### src/rtl/cmd_dispatcher_if.sv
// Bus bundle between the command dispatcher, the UART rx/tx pair and the function slots.
// The master modport is the dispatcher's view; slave is the surrounding system's view.
interface cmd_dispatcher_if #(
    parameter int unsigned NUM_SLOTS = 8
) ();
    logic                   rx_ready;
    logic [7:0]             rx_data;
    logic                   tx_active;
    logic                   tx_done;
    logic [7:0]             tx_data;
    logic                   tx_start;
    logic [NUM_SLOTS-1:0]   activate;
    logic [NUM_SLOTS-1:0]   done;
    logic [NUM_SLOTS*8-1:0] slot_tx_data;
    logic [NUM_SLOTS-1:0]   slot_tx_start;
    logic [7:0]             state_code;
    logic                   busy;
    logic                   err_unknown;
    logic                   err_timeout;

    modport master (
        input  rx_ready, rx_data, tx_active, tx_done, done, slot_tx_data, slot_tx_start,
        output tx_data, tx_start, activate, state_code, busy, err_unknown, err_timeout
    );

    modport slave (
        output rx_ready, rx_data, tx_active, tx_done, done, slot_tx_data, slot_tx_start,
        input  tx_data, tx_start, activate, state_code, busy, err_unknown, err_timeout
    );
endinterface

### src/rtl/cmd_dispatcher.sv
// UART command dispatcher: decodes a received byte, activates one function slot and muxes
// its transmit stream. Define CMD_ECHO_EN to echo accepted commands (or a NAK) before dispatch.
module cmd_dispatcher #(
    parameter int unsigned            NUM_SLOTS      = 8,
    parameter logic [NUM_SLOTS*8-1:0] CMD_TABLE      = {8'h00, 8'h00, 8'h00, 8'h72,
                                                        8'h71, 8'h22, 8'h21, 8'h11},
    parameter logic [7:0]             ABORT_CMD      = 8'h1B,
    parameter int unsigned            TIMEOUT_CYCLES = 0,
    parameter int unsigned            TO_WIDTH       = 32,
    parameter logic [7:0]             NAK_CODE       = 8'h15
) (
    input logic              clk,
    input logic              reset,
    cmd_dispatcher_if.master bus
);

`ifdef CMD_ECHO_EN
    typedef enum logic [2:0] {StIdle, StDecode, StEcho, StActive, StDrain} state_t;
`else
    typedef enum logic [2:0] {StIdle, StDecode, StActive, StDrain} state_t;
`endif

    state_t                 state_q, state_d;
    logic [7:0]             cmd_q, cmd_d;
    logic [NUM_SLOTS-1:0]   activate_q, activate_d;
    logic [7:0]             tx_data_q, tx_data_d;
    logic                   tx_start_q, tx_start_d;
    logic [7:0]             state_code_q, state_code_d;
    logic [TO_WIDTH-1:0]    to_cnt_q, to_cnt_d;
    logic                   err_unknown, err_timeout;

`ifdef CMD_ECHO_EN
    logic [NUM_SLOTS-1:0]   sel_q, sel_d;
    logic                   aborted_q, aborted_d;
`endif

    // Table lookup: unused entries (8'h00) never match, lowest matching index wins.
    logic [NUM_SLOTS-1:0]   hit_onehot;
    logic                   hit;

    always_comb begin
        hit_onehot = '0;
        hit        = 1'b0;
        for (int k = 0; k < NUM_SLOTS; k++) begin
            if (!hit && CMD_TABLE[8*k +: 8] != 8'h00 && CMD_TABLE[8*k +: 8] == cmd_q) begin
                hit_onehot[k] = 1'b1;
                hit           = 1'b1;
            end
        end
    end

    logic [7:0] slot_data;
    logic       slot_start;
    logic       slot_done;

    always_comb begin
        slot_data  = '0;
        slot_start = 1'b0;
        slot_done  = 1'b0;
        for (int k = 0; k < NUM_SLOTS; k++) begin
            if (activate_q[k]) begin
                slot_data  = slot_data | bus.slot_tx_data[8*k +: 8];
                slot_start = slot_start | bus.slot_tx_start[k];
                slot_done  = slot_done | bus.done[k];
            end
        end
    end

    logic abort_rx;
    logic to_hit;

    assign abort_rx = bus.rx_ready && (bus.rx_data == ABORT_CMD);
    assign to_hit   = (TIMEOUT_CYCLES != 0) &&
                      (to_cnt_q == TO_WIDTH'(TIMEOUT_CYCLES - 1));

    always_comb begin
        state_d      = state_q;
        cmd_d        = cmd_q;
        activate_d   = activate_q;
        tx_data_d    = tx_data_q;
        tx_start_d   = 1'b0;
        state_code_d = state_code_q;
        to_cnt_d     = to_cnt_q;
        err_unknown  = 1'b0;
        err_timeout  = 1'b0;
`ifdef CMD_ECHO_EN
        sel_d        = sel_q;
        aborted_d    = aborted_q;
`endif

        unique case (state_q)
            StIdle: begin
                if (bus.rx_ready && bus.rx_data != 8'h00 && bus.rx_data != ABORT_CMD) begin
                    cmd_d   = bus.rx_data;
                    state_d = StDecode;
                end
            end

            StDecode: begin
`ifdef CMD_ECHO_EN
                // Both hit and miss transmit one byte first; sel_q == 0 marks a miss.
                tx_start_d = 1'b1;
                aborted_d  = 1'b0;
                state_d    = StEcho;
                if (hit) begin
                    sel_d        = hit_onehot;
                    tx_data_d    = cmd_q;
                    state_code_d = cmd_q;
                end else begin
                    sel_d       = '0;
                    tx_data_d   = NAK_CODE;
                    err_unknown = 1'b1;
                end
`else
                if (hit) begin
                    activate_d   = hit_onehot;
                    state_code_d = cmd_q;
                    to_cnt_d     = '0;
                    state_d      = StActive;
                end else begin
                    err_unknown = 1'b1;
                    state_d     = StDrain;
                end
`endif
            end

`ifdef CMD_ECHO_EN
            StEcho: begin
                if (abort_rx) begin
                    aborted_d = 1'b1;
                end
                if (bus.tx_done) begin
                    if (sel_q != '0 && !aborted_q && !abort_rx) begin
                        activate_d = sel_q;
                        to_cnt_d   = '0;
                        state_d    = StActive;
                    end else begin
                        state_d = StDrain;
                    end
                end
            end
`endif

            StActive: begin
                tx_data_d = slot_data;
                // Completion beats timeout and abort in the same cycle.
                if (slot_done) begin
                    activate_d = '0;
                    state_d    = StDrain;
                end else if (to_hit) begin
                    err_timeout = 1'b1;
                    activate_d  = '0;
                    state_d     = StDrain;
                end else if (abort_rx) begin
                    activate_d = '0;
                    state_d    = StDrain;
                end else begin
                    tx_start_d = slot_start;
                    if (to_cnt_q != '1) begin
                        to_cnt_d = to_cnt_q + 1'b1;
                    end
                end
            end

            StDrain: begin
                if (!bus.rx_ready && !bus.tx_active) begin
                    state_code_d = 8'h00;
                    state_d      = StIdle;
                end
            end

            default: begin
                activate_d = '0;
                state_d    = StIdle;
            end
        endcase
    end

    always_ff @(posedge clk or posedge reset) begin
        if (reset) begin
            state_q      <= StIdle;
            cmd_q        <= '0;
            activate_q   <= '0;
            tx_data_q    <= '0;
            tx_start_q   <= 1'b0;
            state_code_q <= '0;
            to_cnt_q     <= '0;
        end else begin
            state_q      <= state_d;
            cmd_q        <= cmd_d;
            activate_q   <= activate_d;
            tx_data_q    <= tx_data_d;
            tx_start_q   <= tx_start_d;
            state_code_q <= state_code_d;
            to_cnt_q     <= to_cnt_d;
        end
    end

`ifdef CMD_ECHO_EN
    always_ff @(posedge clk or posedge reset) begin
        if (reset) begin
            sel_q     <= '0;
            aborted_q <= 1'b0;
        end else begin
            sel_q     <= sel_d;
            aborted_q <= aborted_d;
        end
    end
`else
    logic unused_echo;
    assign unused_echo = bus.tx_done ^ (^NAK_CODE);
`endif

    assign bus.tx_data     = tx_data_q;
    assign bus.tx_start    = tx_start_q;
    assign bus.activate    = activate_q;
    assign bus.state_code  = state_code_q;
    assign bus.busy        = (state_q != StIdle);
    assign bus.err_unknown = err_unknown;
    assign bus.err_timeout = err_timeout;

endmodule

### src/flat_wrapper.sv
// flat-port wrapper written by rule: the top's interface ports become plain ports
module cmd_dispatcher_flat 
#(
    parameter int unsigned            NUM_SLOTS      = 8,
    parameter logic [NUM_SLOTS*8-1:0] CMD_TABLE      = {8'h00, 8'h00, 8'h00, 8'h72,
                                                        8'h71, 8'h22, 8'h21, 8'h11},
    parameter logic [7:0]             ABORT_CMD      = 8'h1B,
    parameter int unsigned            TIMEOUT_CYCLES = 0,
    parameter int unsigned            TO_WIDTH       = 32,
    parameter logic [7:0]             NAK_CODE       = 8'h15
)
  (clk, reset, bus_rx_ready, bus_rx_data, bus_tx_active, bus_tx_done, bus_done, bus_slot_tx_data, bus_slot_tx_start, bus_tx_data, bus_tx_start, bus_activate, bus_state_code, bus_busy, bus_err_unknown, bus_err_timeout);
  cmd_dispatcher_if #(.NUM_SLOTS(NUM_SLOTS)) bus_i ();
  input logic clk;
  input logic reset;
  input wire logic [$bits(bus_i.rx_ready)-1:0] bus_rx_ready;
  input wire logic [$bits(bus_i.rx_data)-1:0] bus_rx_data;
  input wire logic [$bits(bus_i.tx_active)-1:0] bus_tx_active;
  input wire logic [$bits(bus_i.tx_done)-1:0] bus_tx_done;
  input wire logic [$bits(bus_i.done)-1:0] bus_done;
  input wire logic [$bits(bus_i.slot_tx_data)-1:0] bus_slot_tx_data;
  input wire logic [$bits(bus_i.slot_tx_start)-1:0] bus_slot_tx_start;
  output wire logic [$bits(bus_i.tx_data)-1:0] bus_tx_data;
  output wire logic [$bits(bus_i.tx_start)-1:0] bus_tx_start;
  output wire logic [$bits(bus_i.activate)-1:0] bus_activate;
  output wire logic [$bits(bus_i.state_code)-1:0] bus_state_code;
  output wire logic [$bits(bus_i.busy)-1:0] bus_busy;
  output wire logic [$bits(bus_i.err_unknown)-1:0] bus_err_unknown;
  output wire logic [$bits(bus_i.err_timeout)-1:0] bus_err_timeout;
  assign bus_i.rx_ready = bus_rx_ready;
  assign bus_i.rx_data = bus_rx_data;
  assign bus_i.tx_active = bus_tx_active;
  assign bus_i.tx_done = bus_tx_done;
  assign bus_i.done = bus_done;
  assign bus_i.slot_tx_data = bus_slot_tx_data;
  assign bus_i.slot_tx_start = bus_slot_tx_start;
  assign bus_tx_data = bus_i.tx_data;
  assign bus_tx_start = bus_i.tx_start;
  assign bus_activate = bus_i.activate;
  assign bus_state_code = bus_i.state_code;
  assign bus_busy = bus_i.busy;
  assign bus_err_unknown = bus_i.err_unknown;
  assign bus_err_timeout = bus_i.err_timeout;
  cmd_dispatcher #(.NUM_SLOTS(NUM_SLOTS), .CMD_TABLE(CMD_TABLE), .ABORT_CMD(ABORT_CMD), .TIMEOUT_CYCLES(TIMEOUT_CYCLES), .TO_WIDTH(TO_WIDTH), .NAK_CODE(NAK_CODE)) u_core (.clk(clk), .reset(reset), .bus(bus_i));
endmodule
### config.mk
export PLATFORM = sky130hd
export DESIGN_NAME = cmd_dispatcher_flat
export DESIGN_NICKNAME = d
export VERILOG_FILES = /design/src/rtl/cmd_dispatcher_if.sv /design/src/rtl/cmd_dispatcher.sv /design/src/flat_wrapper.sv
export SDC_FILE = /design/constraint.sdc
export NUM_CORES = 1
export LEC_CHECK = 0
export ABC_AREA = 1
export ABC_CLOCK_PERIOD_IN_PS = 3200
export BUFFER_PORTS_ARGS = -buffer_cell sky130_fd_sc_hd__buf_2
export CORE_MARGIN = 1.5
export CORE_UTILIZATION = 31
export CTS_BUF_LIST = sky130_fd_sc_hd__clkbuf_2
export CTS_CLUSTER_DIAMETER = 40
export DETAILED_ROUTE_END_ITERATION = 10
export PLACE_DENSITY = 0.68
export SYNTH_ARGS = -nofsm -noshare
export SYNTH_HDL_FRONTEND = slang
export SYNTH_SLANG_ARGS = --single-unit
### constraint.sdc
create_clock -name clk -period 3.2 [get_ports clk]
set_input_delay 0.64 -clock clk [delete_from_list [all_inputs] [get_ports clk]]
set_output_delay 0.64 -clock clk [all_outputs]
set_load 0.02 [all_outputs]
==> results.txt, run 1 <==
- The critical path in this run is classified as reg -> out.
- The endpoint identified for the worst register-to-register timing path is u_core.state_q[0]$_DFFE_PP0P_.
- The final layout contains 433 nets.
* Routability Congestion: 0.764
- STA puts the critical path data required time at 2.56 ns.
* Half-perimeter wire length after detailed placement: 3.73 mm
* Syn. warnings: 0
- GRT overflow: 0
* Switching power total: 0.865 mW
- Starting utilization of the core area: 32.2%
* Post-synth EDFFs: 0
- Post-route cell area: 0.00244 mm²
- Worst supply voltage drop on vdd: 554 µV
* Critical-path cell list: inv_1 > ha_1 > inv_1 > nor2_1 > nand3_4 > inv_1 > buf_2
* Post-CTS setup buffers: 0
- After detailed routing, the number of vias per cell comes to 4.72.
- The path class of the tightest hold or removal check is in -> async.
- Total count of hold-check failures in the final report: 0
- After synthesis, the netlist uses 26 different library cells.
* Register bit count reported by yosys: 32
* Area share of the largest cell type after synthesis: 41.7%
- The kind of cell with the highest combined delay along the critical path is buffers and inverters.
- Instance count on the critical path: 7
* Leakage power: 1.35 nW
* Synth area leader: sky130_fd_sc_hd__dfrtp_1
* TritonCTS clock tree: yes
* Drt drc: 0
- The most critical setup path has its endpoint at bus_err_unknown.
- The tool flagged a number of max-cap violations equal to 0.
- The clock network burns 14.8% of the power.
- The initial antenna violation count came to 0.
* Share of total power in combinational logic: 51.2%
- After the first detailed-routing iteration, the DRC count stood at 51.
- From bottom edge to top edge, the die measures 81.7 µm.
* Post-route antenna net violation count: 0
- Pin count of the biggest net entering global routing: 33
- Fraction of the yosys area taken by sequential cells: 41.7%
* Clock Root Buffer: sky130_fd_sc_hd__clkbuf_2
- Summing every instance area after synthesis gives 0.00192 mm².
- The floorplan step defined a die boundary enclosing 0.00667 mm².
* Min cycle time layout: 2.49 ns
- Setup repair after global routing left no endpoint under its margin.
- Highest fanout seen on the critical path: 16
* Top-level port count: 121
- Setup violators final: 0
- Timing analysis after detailed placement gives a worst setup slack of 1.13 ns.
- The first global-routing pass estimated 7.50 mm of wire.
- For the worst flop-to-flop path, the logic depth is 11.
- The final critical path takes up 77.9% of the cycle.
- Part of the power in registers: 34.0%
* Filler cells: 630
- The finished layout holds 411 standard cells, fillers aside.
* Wire length reported by the detailed router: 4.92 mm
- Leading cell types by total area after synthesis: sky130_fd_sc_hd__dfrtp_1 (42%), sky130_fd_sc_hd__nand2_1 (14%), sky130_fd_sc_hd__nor2_1 (6.8%), sky130_fd_sc_hd__a21oi_1 (4.4%), sky130_fd_sc_hd__inv_1 (4.1%)
* Clock buffer count from CTS: 5
- Power per unit of standard cell area: 769 mW/mm²
- After clock tree synthesis, the clock-pin slew on the worst setup and hold paths is 0.18 ns.
- Cell at the slowest stage of the critical path: sky130_fd_sc_hd__dfrtp_1
* Signal arrival time at the worst endpoint: 1.85 ns
- After floorplanning, the core was sized to cover 0.00596 mm².
- Adding up every negative setup slack in the final design gives 0 ns.
- Overall power: 1.87 mW
- Number of optimization iterations in the first detailed-route pass: 4
- At the later pin of the worst-skew pair, clock insertion delay measures 0.38 ns.
* Setup crit start kind: flop
- During placement, the flow inserted port buffers numbering 85.
- Counting flops with an async set or reset pin after synthesis yields a share of 100%.
* Placed Cells: 403
- The repair_antennas step left the layout with diodes totalling 0.
- The floorplan has 28 rows.
* Num Clock Sinks: 32
- In the final layout, the share of cells above drive strength 1 is 32.1%.
* Area overhead of the layout relative to synthesis: 26.9%
* Fmax: 401 MHz
- Setup slack on the critical path of the routed design comes to 0.708 ns.
- Gates resized during post-CTS repair numbered 0.
- Number of global-route vias before repair: 1684
- Longest Clk Path Bufs: 2
- By count the netlist is led by sky130_fd_sc_hd__nand2_1 (72), sky130_fd_sc_hd__nor2_1 (35), sky130_fd_sc_hd__dfrtp_1 (32).
- The most used flip-flop cell after synthesis is sky130_fd_sc_hd__dfrtp_1.
- Via count: 1940
- Yosys instantiated no cell more often than sky130_fd_sc_hd__nand2_1.
- Hold repair after CTS inserted 0 buffers.
* Level count of the clock H-tree: 2
- Worst Skew: 0.0167 ns
* Final core utilization: 40.9%
* Crit Reg-Reg Startpoint: u_core.state_q[0]$_DFFE_PP0P_
- The run finished with clean final reports.
- Flop2flop setup slack: 1.29 ns
* Area after detailed placement: 0.00237 mm²
- The largest single stage delay on the critical path is 0.46 ns.
- Counting stages on the worst path, the most repeated cell is sky130_fd_sc_hd__inv_1.
- Together, buffers and inverters on the worst path number 4.
- GRT Util Overall: 14.8%
- Net switching is 46.2% of the power.
- The final-report max-slew violation count was 0.
- Each instance of the synthesized netlist takes up on average 7.65 µm².
- Die boundary width: 81.7 µm
- On the final layout, the worst hold slack is 0.300 ns.
- Dividing the detail-routed wire length by the instance count gives 12.0 µm.
* Post-Syn Instances: 251
- STA classifies the critical path endpoint as a primary output.
- The internal portion of the total power is 1.01 mW.
* Startpoint of the worst setup timing path: u_core.state_q[1]$_DFFE_PP0P_
==> layout by cell type, fill, tap and decap left out, types with 5 or more instances in the layout <==
cell                        n
sky130_fd_sc_hd__buf_2     85
sky130_fd_sc_hd__nand2_1   72
sky130_fd_sc_hd__nor2_1    35
sky130_fd_sc_hd__dfrtp_1   32
sky130_fd_sc_hd__inv_1     21
sky130_fd_sc_hd__a21oi_1   17
sky130_fd_sc_hd__nand3_1   14
sky130_fd_sc_hd__a22o_1     8
sky130_fd_sc_hd__o21ai_0    8
sky130_fd_sc_hd__a221oi_1   5
sky130_fd_sc_hd__ha_1       5
sky130_fd_sc_hd__clkbuf_2   5
==> registers in the layout, indices dropped and copies added, names as in the netlist <==
signal and count:
u_core.bus.activate 5, u_core.bus.state_code 8, u_core.cmd_q 8, u_core.bus.tx_data 8
u_core.bus.tx_start 1, u_core.state_q 2
==> worst min-delay path, cell delays in order <==
cell	delay [ns]
sky130_fd_sc_hd__buf_2	0.09
sky130_fd_sc_hd__inv_1	0.04
sky130_fd_sc_hd__buf_4	0.36
==> layer usage <==
layer	global-route usage [%]	up-vias	share of wire (%)
met5	0	-	0
met4	4.24	0	0.98
met3	3.33	7	8.4
met2	26.7	80	46
met1	17.5	875	44
li1	-	978	-
==> kinds of logic (layout without fill, tap and decap cells) <==
kind of cell             count (synthesis)  after routing  synth area share (%)
AO/OA/AOI/OAI                           44             44                  15.5
buffers and inverters                   35            117                  9.26
other                                    1              4                 0.195
AND/OR/NAND/NOR                        134            134                  30.1
flip-flops                              32             32                  41.7
adder cells (fa/ha/maj)                  5              5                  3.26
==> cell type report <==
cell class | count | area, µm² | area share [%]
multi-input combinational | 187 | 952 | 39.1
sequential | 32 | 801 | 32.9
timing repair buffer | 86 | 433 | 17.8
tap | 75 | 93.8 | 3.85
inverter | 23 | 88.8 | 3.65
clock inverter | 3 | 42.5 | 1.75
clock buffer | 5 | 25.0 | 1.03
==> power groups by stage <==
| stage | clock, mW | combinational (mW) | sequential (mW) |
|---|---|---|---|
| finish | 0.277 | 0.960 | 0.636 |
| global route | 0.310 | 1.09 | 0.653 |
| CTS | 0.288 | 0.972 | 0.637 |
| detailed placement | 0 | 0.967 | 0.644 |
| global placement | 0 | 0.946 | 0.638 |
| floorplan | 0 | 0.639 | 0.727 |
==> how the worst min path moves through the flow <==
stage	startpoint	to	slack, ns	cells past startpoint
floorplan	u_core.state_q[1]$_DFFE_PP0P_	u_core.state_q[1]$_DFFE_PP0P_	0.51	2
global placement	u_core.bus.state_code[6]$_DFFE_PP0P_	u_core.bus.state_code[6]$_DFFE_PP0P_	0.45	2
detailed placement	u_core.bus.state_code[6]$_DFFE_PP0P_	u_core.bus.state_code[6]$_DFFE_PP0P_	0.46	2
CTS	reset	u_core.bus.tx_data[3]$_DFFE_PP0P_	0.29	3
global route	reset	u_core.bus.tx_data[3]$_DFFE_PP0P_	0.30	3
finish	reset	u_core.bus.tx_data[2]$_DFFE_PP0P_	0.30	3
Note: power is estimated with default switching activity, not from simulation.
==> run 2: changes to the inputs <==
ABC_CLOCK_PERIOD_IN_PS = 2100   (was 3200)
PLACE_DENSITY = 0.71   (was 0.68)
clock period = 2.1 ns   (was 3.2 ns; I/O delays follow)
==> run 2 against run 1 <==
  * Clock-buffer cell count unchanged
  * Clock power is 8.3% lower
  * Die area unchanged
  * Clock skew fell by 0.0026 ns
  * Global-route usage increased by 0.61 points
  * Sequential power is 52% higher
  * First-iteration DRC count rose by 47%
  * Design area grew 2.2%
  * Wire length up 5.5%
  * Flip-flop and latch count stayed put
  * Critical path type unchanged
==> results.txt, run 2 (synthesis gave the netlist of run 1 again) <==
- The first-pass GRT wire length was 7.78 mm (+3.7%).
- TritonCTS clock tree: yes
* Worst min-delay path category: in -> async
* Final sum of negative setup slack: 0 ns (unchanged)
- Worst supply voltage drop on vdd: 795 µV (+44%)
- Filler cells: 631 (+0.16%)
- Setup crit start kind: flop
- Post-route cell area: 0.00249 mm² (+2.2%)
- Number of optimization iterations in the first detailed-route pass: 4 (unchanged)
- The die span in x is 81.7 µm (unchanged).
- The number of top-level design ports came to 121 (unchanged).
- The site row count is 28 (unchanged).
- The worst setup path is captured at a primary output.
- After layout, the worst path uses 95.5% of the clock period.
- The power density normalized to cell area came to 1150 mW/mm² (+49%).
- Signal arrival time at the worst endpoint: 1.58 ns (-0.27 ns)
- The initial antenna violation count was 0 (unchanged).
- The later-pin clock latency in the skew report is 0.35 ns (-0.03 ns).
- WL per Instance: 12.4 µm (+3.7%)
- The library cells used most frequently in the layout, excluding fill and tap cells, are sky130_fd_sc_hd__buf_2 (84), sky130_fd_sc_hd__nand2_1 (72), sky130_fd_sc_hd__nor2_1 (32), sky130_fd_sc_hd__dfrtp_1 (32), sky130_fd_sc_hd__a21oi_1 (17).
- GRT overflow: 0 (unchanged)
- Crit Path Category: reg -> out
- The flow ran to the end, and the final reports show no timing, DRC or antenna violations.
- The number of vias in the routed layout was 1980 (+2.1%).
- Counting I/O delays and the setup requirement, the final critical path takes 2.00 ns.
- The area of the die is 0.00667 mm² (unchanged).
- The detailed-placement wirelength estimate was 3.94 mm (+5.7%).
* Worst Skew: 0.0142 ns (-0.00255 ns)
- The initial cell density of the core is 32.2% (unchanged).
* Pin count of the biggest net entering global routing: 33 (unchanged)
* Longest Clk Path Bufs: 2 (unchanged)
- Area overhead of the layout relative to synthesis: 29.7%
- Final core utilization: 41.8% (+0.88 points)
- Num Clock Sinks: 32 (unchanged)
- The total clock buffers created by CTS came to 5 (unchanged).
- The total number of nets in the final design was 443 (+2.3%).
* Worst Setup Slack, final: 0.0955 ns (-0.613 ns)
* Core area: 0.00596 mm² (unchanged)
* Number of buffers added on ports: 85 (unchanged)
- The critical path starts at u_core.cmd_q[3]$_DFFE_PP0P_.
- GRT Util Overall: 15.4% (+0.61 points)
* Fmax: 499 MHz
- The final instance count without filler cells came to 418 (+1.7%).
* Area after detailed placement: 0.00241 mm² (+1.6%)
- Vias per cell: 4.74 (+0.35%)
- Clock Root Buffer: sky130_fd_sc_hd__clkbuf_2
* Routability Congestion: 0.854 (+12%)
* Level count of the clock H-tree: 2 (unchanged)
- Iteration-0 DRC count of the detailed router: 75 (+47%)
* Number of global-route vias before repair: 1730 (+2.7%)
- The setup slack at placement came to 0.401 ns (-0.730 ns).
* Total count of hold-check failures in the final report: 0 (unchanged)
* Drt drc: 0 (unchanged)
- Crit Reg-Reg Startpoint: u_core.state_q[1]$_DFFE_PP0P_
- The maximum fanout along the worst path was 3 (-13).
- Max cap viols: 0 (unchanged)
- Fin. max-slew vios: 0 (unchanged)
* Worst Path Required: 1.68 ns (-0.88 ns)
- Clock transition at the register clock pins on the worst setup and hold paths after CTS: 0.15 ns (-0.03 ns)
* DIE HEIGHT: 81.7 µm (unchanged)
- The number of setup violations in the final report was 0 (unchanged).
* Most common cell after layout, fill and taps aside: sky130_fd_sc_hd__buf_2
- Antenna fix cells: 0 (unchanged)
* Wire length reported by the detailed router: 5.19 mm (+5.5%)
- Leakage power: 1.38 nW (+2.2%)
- The number of nets with antenna violations after routing was 0 (unchanged).
* Placed Cells: 408 (+1.2%)
* Ratio of cells with drive above 1 in the final layout: 36.4% (+4.3 points)
-- run 2: layout make-up --
class                      count  area, µm²  area share [%]
multi-input combinational    187        970            39.0
sequential                    32        801            32.2
timing repair buffer          96        510            20.5
tap                           75       93.8            3.77
inverter                      23       88.8            3.57
clock buffer                   5       25.0            1.01
-- run 2: final timing paths --
path	slack [ns]	endpoint	cells after the start
max in group asynchronous	1.68	u_core.bus.tx_start$_DFF_PP0_	3
max	0.1	bus_err_unknown	9
min in group clk	0.30	u_core.cmd_q[0]$_DFFE_PP0P_	3
max reg2reg	0.44	u_core.bus.activate[1]$_DFFE_PP0P_	10
min reg2reg	0.49	u_core.bus.state_code[0]$_DFFE_PP0P_	2
min	0.12	u_core.bus.tx_data[7]$_DFFE_PP0P_	3
-- run 2: timing repair --
| item | CTS | global route |
|---|---|---|
| buffers inserted | 0 | 5 |
| setup endpoints to repair | 1 | 1 |
| hold buffers | 0 | 0 |
| pin swaps | 0 | 5 |
| resized for setup | 1 | 11 |
-- run 2: layer usage --
layer  GRT usage [%]  up-vias  part of all wire (%)  routed length [µm]
met4            4.58        0                  0.81                  42
met3            3.89        6                   8.5                 440
met1            17.6      911                    43                2210
met2            28.1       77                    48                2500
li1                -      986                     -                   -
met5               0        -                     0                   0
-- run 2: power breakdown --
part / switching [mW] / internal (mW)
Combinational: 1.03 / 0.599
Clock: 0.190 / 0.0638
Sequential: 0.133 / 0.836
-- run 2: critical path, cell delays in order, from the launching register on --
cell	delay, ns
sky130_fd_sc_hd__dfrtp_1	0.40
sky130_fd_sc_hd__inv_2	0.06
sky130_fd_sc_hd__nand2_1	0.10
sky130_fd_sc_hd__nor2_4	0.17
sky130_fd_sc_hd__nand3_2	0.09
sky130_fd_sc_hd__nand2_1	0.08
sky130_fd_sc_hd__nor2_2	0.05
sky130_fd_sc_hd__nand3_4	0.09
sky130_fd_sc_hd__inv_1	0.04
sky130_fd_sc_hd__buf_4	0.15
-- run 2: per-stage QoR --
| step | hold WS [ns] | total power [mW] |
|---|---|---|
| global route | 0.131 | 3.14 |
| finish | 0.119 | 2.86 |
| global placement | 0.461 | 2.47 |
| detailed placement | 0.458 | 2.52 |
| floorplan | 0.514 | 2.08 |
| CTS | 0.117 | 2.79 |
==> run 3: changes to the inputs <==
ABC_CLOCK_PERIOD_IN_PS = 1900   (was 2100)
BUFFER_PORTS_ARGS = default   (was -buffer_cell sky130_fd_sc_hd__buf_2)
DONT_BUFFER_PORTS = 1   (was default)
PLACE_DENSITY = 0.52   (was 0.71)
clock period = 1.9 ns   (was 2.1 ns; I/O delays follow)
==> run 3 against run 2 <==
  * Wire length fell by 11%
  * Sequential share of layout area rose by 5.0 points
  * Core utilization fell by 5.6 points
  * Combinational power fell by 7%
  * First-iteration DRC count fell by 40%
  * Register-to-register slack got worse by 0.33 ns
==> results.txt, run 3 (synthesis gave the netlist of run 1 again) <==
* Run status: finished, final reports clean
- The worst setup path is captured at a primary output.
* RSZ-0062 raised after global routing: yes
- Met1 wire length: 2.01 mm (-9.1%)
- Die area: 0.00667 mm² (unchanged)
- The signal arrival time at the worst endpoint came to 1.48 ns (-0.10 ns).
* Cell class contributing the biggest share of worst-path delay: simple AND/OR/NAND/NOR gates
- The met2 wire length came to 2.13 mm (-15%).
- In this run the clock root is driven by a sky130_fd_sc_hd__clkbuf_2.
- Walking the worst path, the cells encountered are inv_2 > nand4_1 > nor2_2 > nor2_2 > nand3_4 > inv_4.
- The area of the core came to 0.00596 mm² (unchanged).
- The layout filler cell count is 660 (+4.6%).
- Capture point of the critical path: bus_err_unknown
* Register-to-Register Path Depth: 11 (+1)
- The initial detailed-routing violation count was 45 (-40%).
- The final-report max-slew violation count is 0 (unchanged).
- The library cell used most frequently in the layout, excluding fill and tap cells, is sky130_fd_sc_hd__nand2_1.
- The number of cells on the critical path is 6 (-3).
- Power per unit of standard cell area: 1420 mW/mm² (+23%)
- Starting utilization of the core area: 32.2% (unchanged)
- The largest individual stage delay along the critical path comes from the cell sky130_fd_sc_hd__dfrtp_1.
- Setup crit start kind: flop
- Fmax: 536 MHz
- The detailed-placement wirelength estimate was 3.49 mm (-11%).
* Leakage power: 1.07 nW (-22%)
* Highest fanout seen on the critical path: 3 (unchanged)
- Top-level port count: 121 (unchanged)
- The largest vdd supply drop is 767 µV (-3.6%).
* Crit Path Category: reg -> out
- The site row count is 28 (unchanged).
- DIE HEIGHT: 81.7 µm (unchanged)
- Num Clock Sinks: 32 (unchanged)
- The max-cap violation count came to 0 (unchanged).
- Total count of hold-check failures in the final report: 0 (unchanged)
- Min cycle time layout: 1.86 ns
- The later-pin clock latency in the skew report is 0.36 ns (about the same).
* Area overhead of the layout relative to synthesis: 12.3%
* Routability Congestion: 0.739 (-13%)
* Overall power: 3.05 mW (+6.8%)
- In this run the worst hold path is classified as in -> reg.
* Pin count of the biggest net entering global routing: 33 (unchanged)
* Tcrit/Tclk final: 98.1%
- The detailed-route vias per instance was 4.77 (+0.78%).
* Highest routed metal layer: met4
* Routed met3 length: 460 µm (+4.5%)
- Antenna violations before repair: 0 (unchanged)
- The combined global-route utilization of all metal layers is 14.2% (-1.2 points).
- The clock-pin transition on the worst setup and hold timing paths came to 0.17 ns (+0.02 ns).
* Clock buffer count from CTS: 5 (unchanged)
* Startpoint of the worst setup timing path: u_core.cmd_q[0]$_DFFE_PP0P_
- Number of nets in the final layout: 367 (-17%)
* GRT overflow: 0 (unchanged)
- Antenna fix cells: 0 (unchanged)
- The stage delay of the slowest cell on the critical path was 0.43 ns (+0.03 ns).
- The number of vias in the routed layout is 1647 (-17%).
* TritonCTS clock tree: yes
- The post-detailed-route wirelength per cell is 13.4 µm (+7.7%).
- Worst r2r dst: u_core.bus.activate[3]$_DFFE_PP0P_
* Number of global-route vias before repair: 1512 (-13%)
- Worst Skew: 0.0246 ns (+0.0104 ns)
* Die boundary width: 81.7 µm (unchanged)
- Ratio of cells with drive above 1 in the final layout: 19.3% (-17 points)
* Post-route antenna net violation count: 0 (unchanged)
- Final sum of negative setup slack: 0 ns (unchanged)
* Most frequent cells in the layout: sky130_fd_sc_hd__nand2_1 (70), sky130_fd_sc_hd__nor2_1 (32), sky130_fd_sc_hd__dfrtp_1 (32), sky130_fd_sc_hd__buf_4 (19), sky130_fd_sc_hd__a21oi_1 (17)
- The number of buffers and inverters on the critical path is 2 (-1).
* Wire length reported by the detailed router: 4.62 mm (-11%)
* Most common cell on crit path: sky130_fd_sc_hd__nor2_2
- Worst Path Required: 1.52 ns (-0.16 ns)
* Hold slack: 0.131 ns (+0.0117 ns)
- Crit Reg-Reg Startpoint: u_core.cmd_q[0]$_DFFE_PP0P_
- The first-pass GRT wire length is 7.11 mm (-8.6%).
- Drt drc: 0 (unchanged)
- The number of setup violations in the final report was 0 (unchanged).
- Number of buffers added on ports: 0 (-100%)
* Flop2flop setup slack: 0.11 ns (-0.33 ns)
- Number of optimization iterations in the first detailed-route pass: 4 (unchanged)
- Level count of the clock H-tree: 2 (unchanged)
- The largest buffer count on any clock path was 2 (unchanged).
## run 3: metrics by stage
step / utilization, % / cells / worst slack [ns] / area [µm²]
after floorplan: - / 254 / 0.212 / 1930
after global placement: 33.6 / 326 / 0.194 / 2000
after detailed placement: 33.6 / 326 / 0.164 / 2000
after CTS: 34.9 / 338 / 0.00249 / 2080
after global routing: 36.2 / 345 / -0.0624 / 2150
final: 36.2 / 345 / 0.0357 / 2150
## run 3: power breakdown
| group | switching, mW | total [mW] | internal, mW |
|---|---|---|---|
| Combinational | 0.924 | 1.51 | 0.582 |
| Sequential | 0.311 | 1.23 | 0.924 |
| Clock | 0.213 | 0.312 | 0.0988 |
## run 3: worst min-delay path by stage
stage	start	to	slack (ns)	cells after the start
2_1_floorplan	reset	u_core.bus.activate[0]$_DFFE_PP0P_	0.50	1
3_3_place_gp	reset	u_core.bus.state_code[2]$_DFFE_PP0P_	0.39	2
3_5_place_dp	reset	u_core.bus.state_code[2]$_DFFE_PP0P_	0.39	2
4_1_cts	bus_rx_data[1]	u_core.cmd_q[1]$_DFFE_PP0P_	0.11	2
5_1_grt	bus_rx_data[2]	u_core.cmd_q[2]$_DFFE_PP0P_	0.12	2
6_report	bus_rx_data[0]	u_core.cmd_q[0]$_DFFE_PP0P_	0.13	2
## run 3: final cells by class
| class | count | area [µm²] | share of cell area [%] |
|---|---|---|---|
| Inverter | 23 | 91.3 | 4.24 |
| Multi-Input combinational cell | 187 | 977 | 45.4 |
| Tap cell | 75 | 93.8 | 4.36 |
| Clock buffer | 7 | 35.0 | 1.63 |
| Sequential cell | 32 | 801 | 37.2 |
| Clock inverter | 1 | 3.75 | 0.174 |
| Timing Repair Buffer | 20 | 153 | 7.08 |
## run 3: timing repair
| item | 4_1_cts | 5_1_grt |
|---|---|---|
| endpoints found under the hold margin | 32 | 0 |
| cloned | 0 | 0 |
| gates resized for setup | 3 | 11 |
| buffers inserted | 3 | 7 |
| hold buffers | 1 | 0 |
| pin swaps | 2 | 4 |
| endpoints found under the setup margin | 1 | 1 |
## run 3: worst reg2reg max path: stages, from the launching register on
cell and delay (ns):
sky130_fd_sc_hd__dfrtp_1 0.43, sky130_fd_sc_hd__inv_2 0.07, sky130_fd_sc_hd__nand4_1 0.22, sky130_fd_sc_hd__nor2_2 0.21
sky130_fd_sc_hd__nor2_2 0.06, sky130_fd_sc_hd__nand3_4 0.08, sky130_fd_sc_hd__buf_4 0.11, sky130_fd_sc_hd__buf_4 0.14
sky130_fd_sc_hd__buf_4 0.16, sky130_fd_sc_hd__nand2_2 0.08, sky130_fd_sc_hd__nand2_1 0.07, sky130_fd_sc_hd__nand2_1 0.05
## run 3: per-layer routing
| layer | vias up | GRT usage, % |
|---|---|---|
| met5 | - | 0 |
| met4 | 0 | 4.07 |
| met3 | 2 | 5.00 |
| met2 | 76 | 22.6 |
| met1 | 729 | 18.1 |
| li1 | 840 | - |
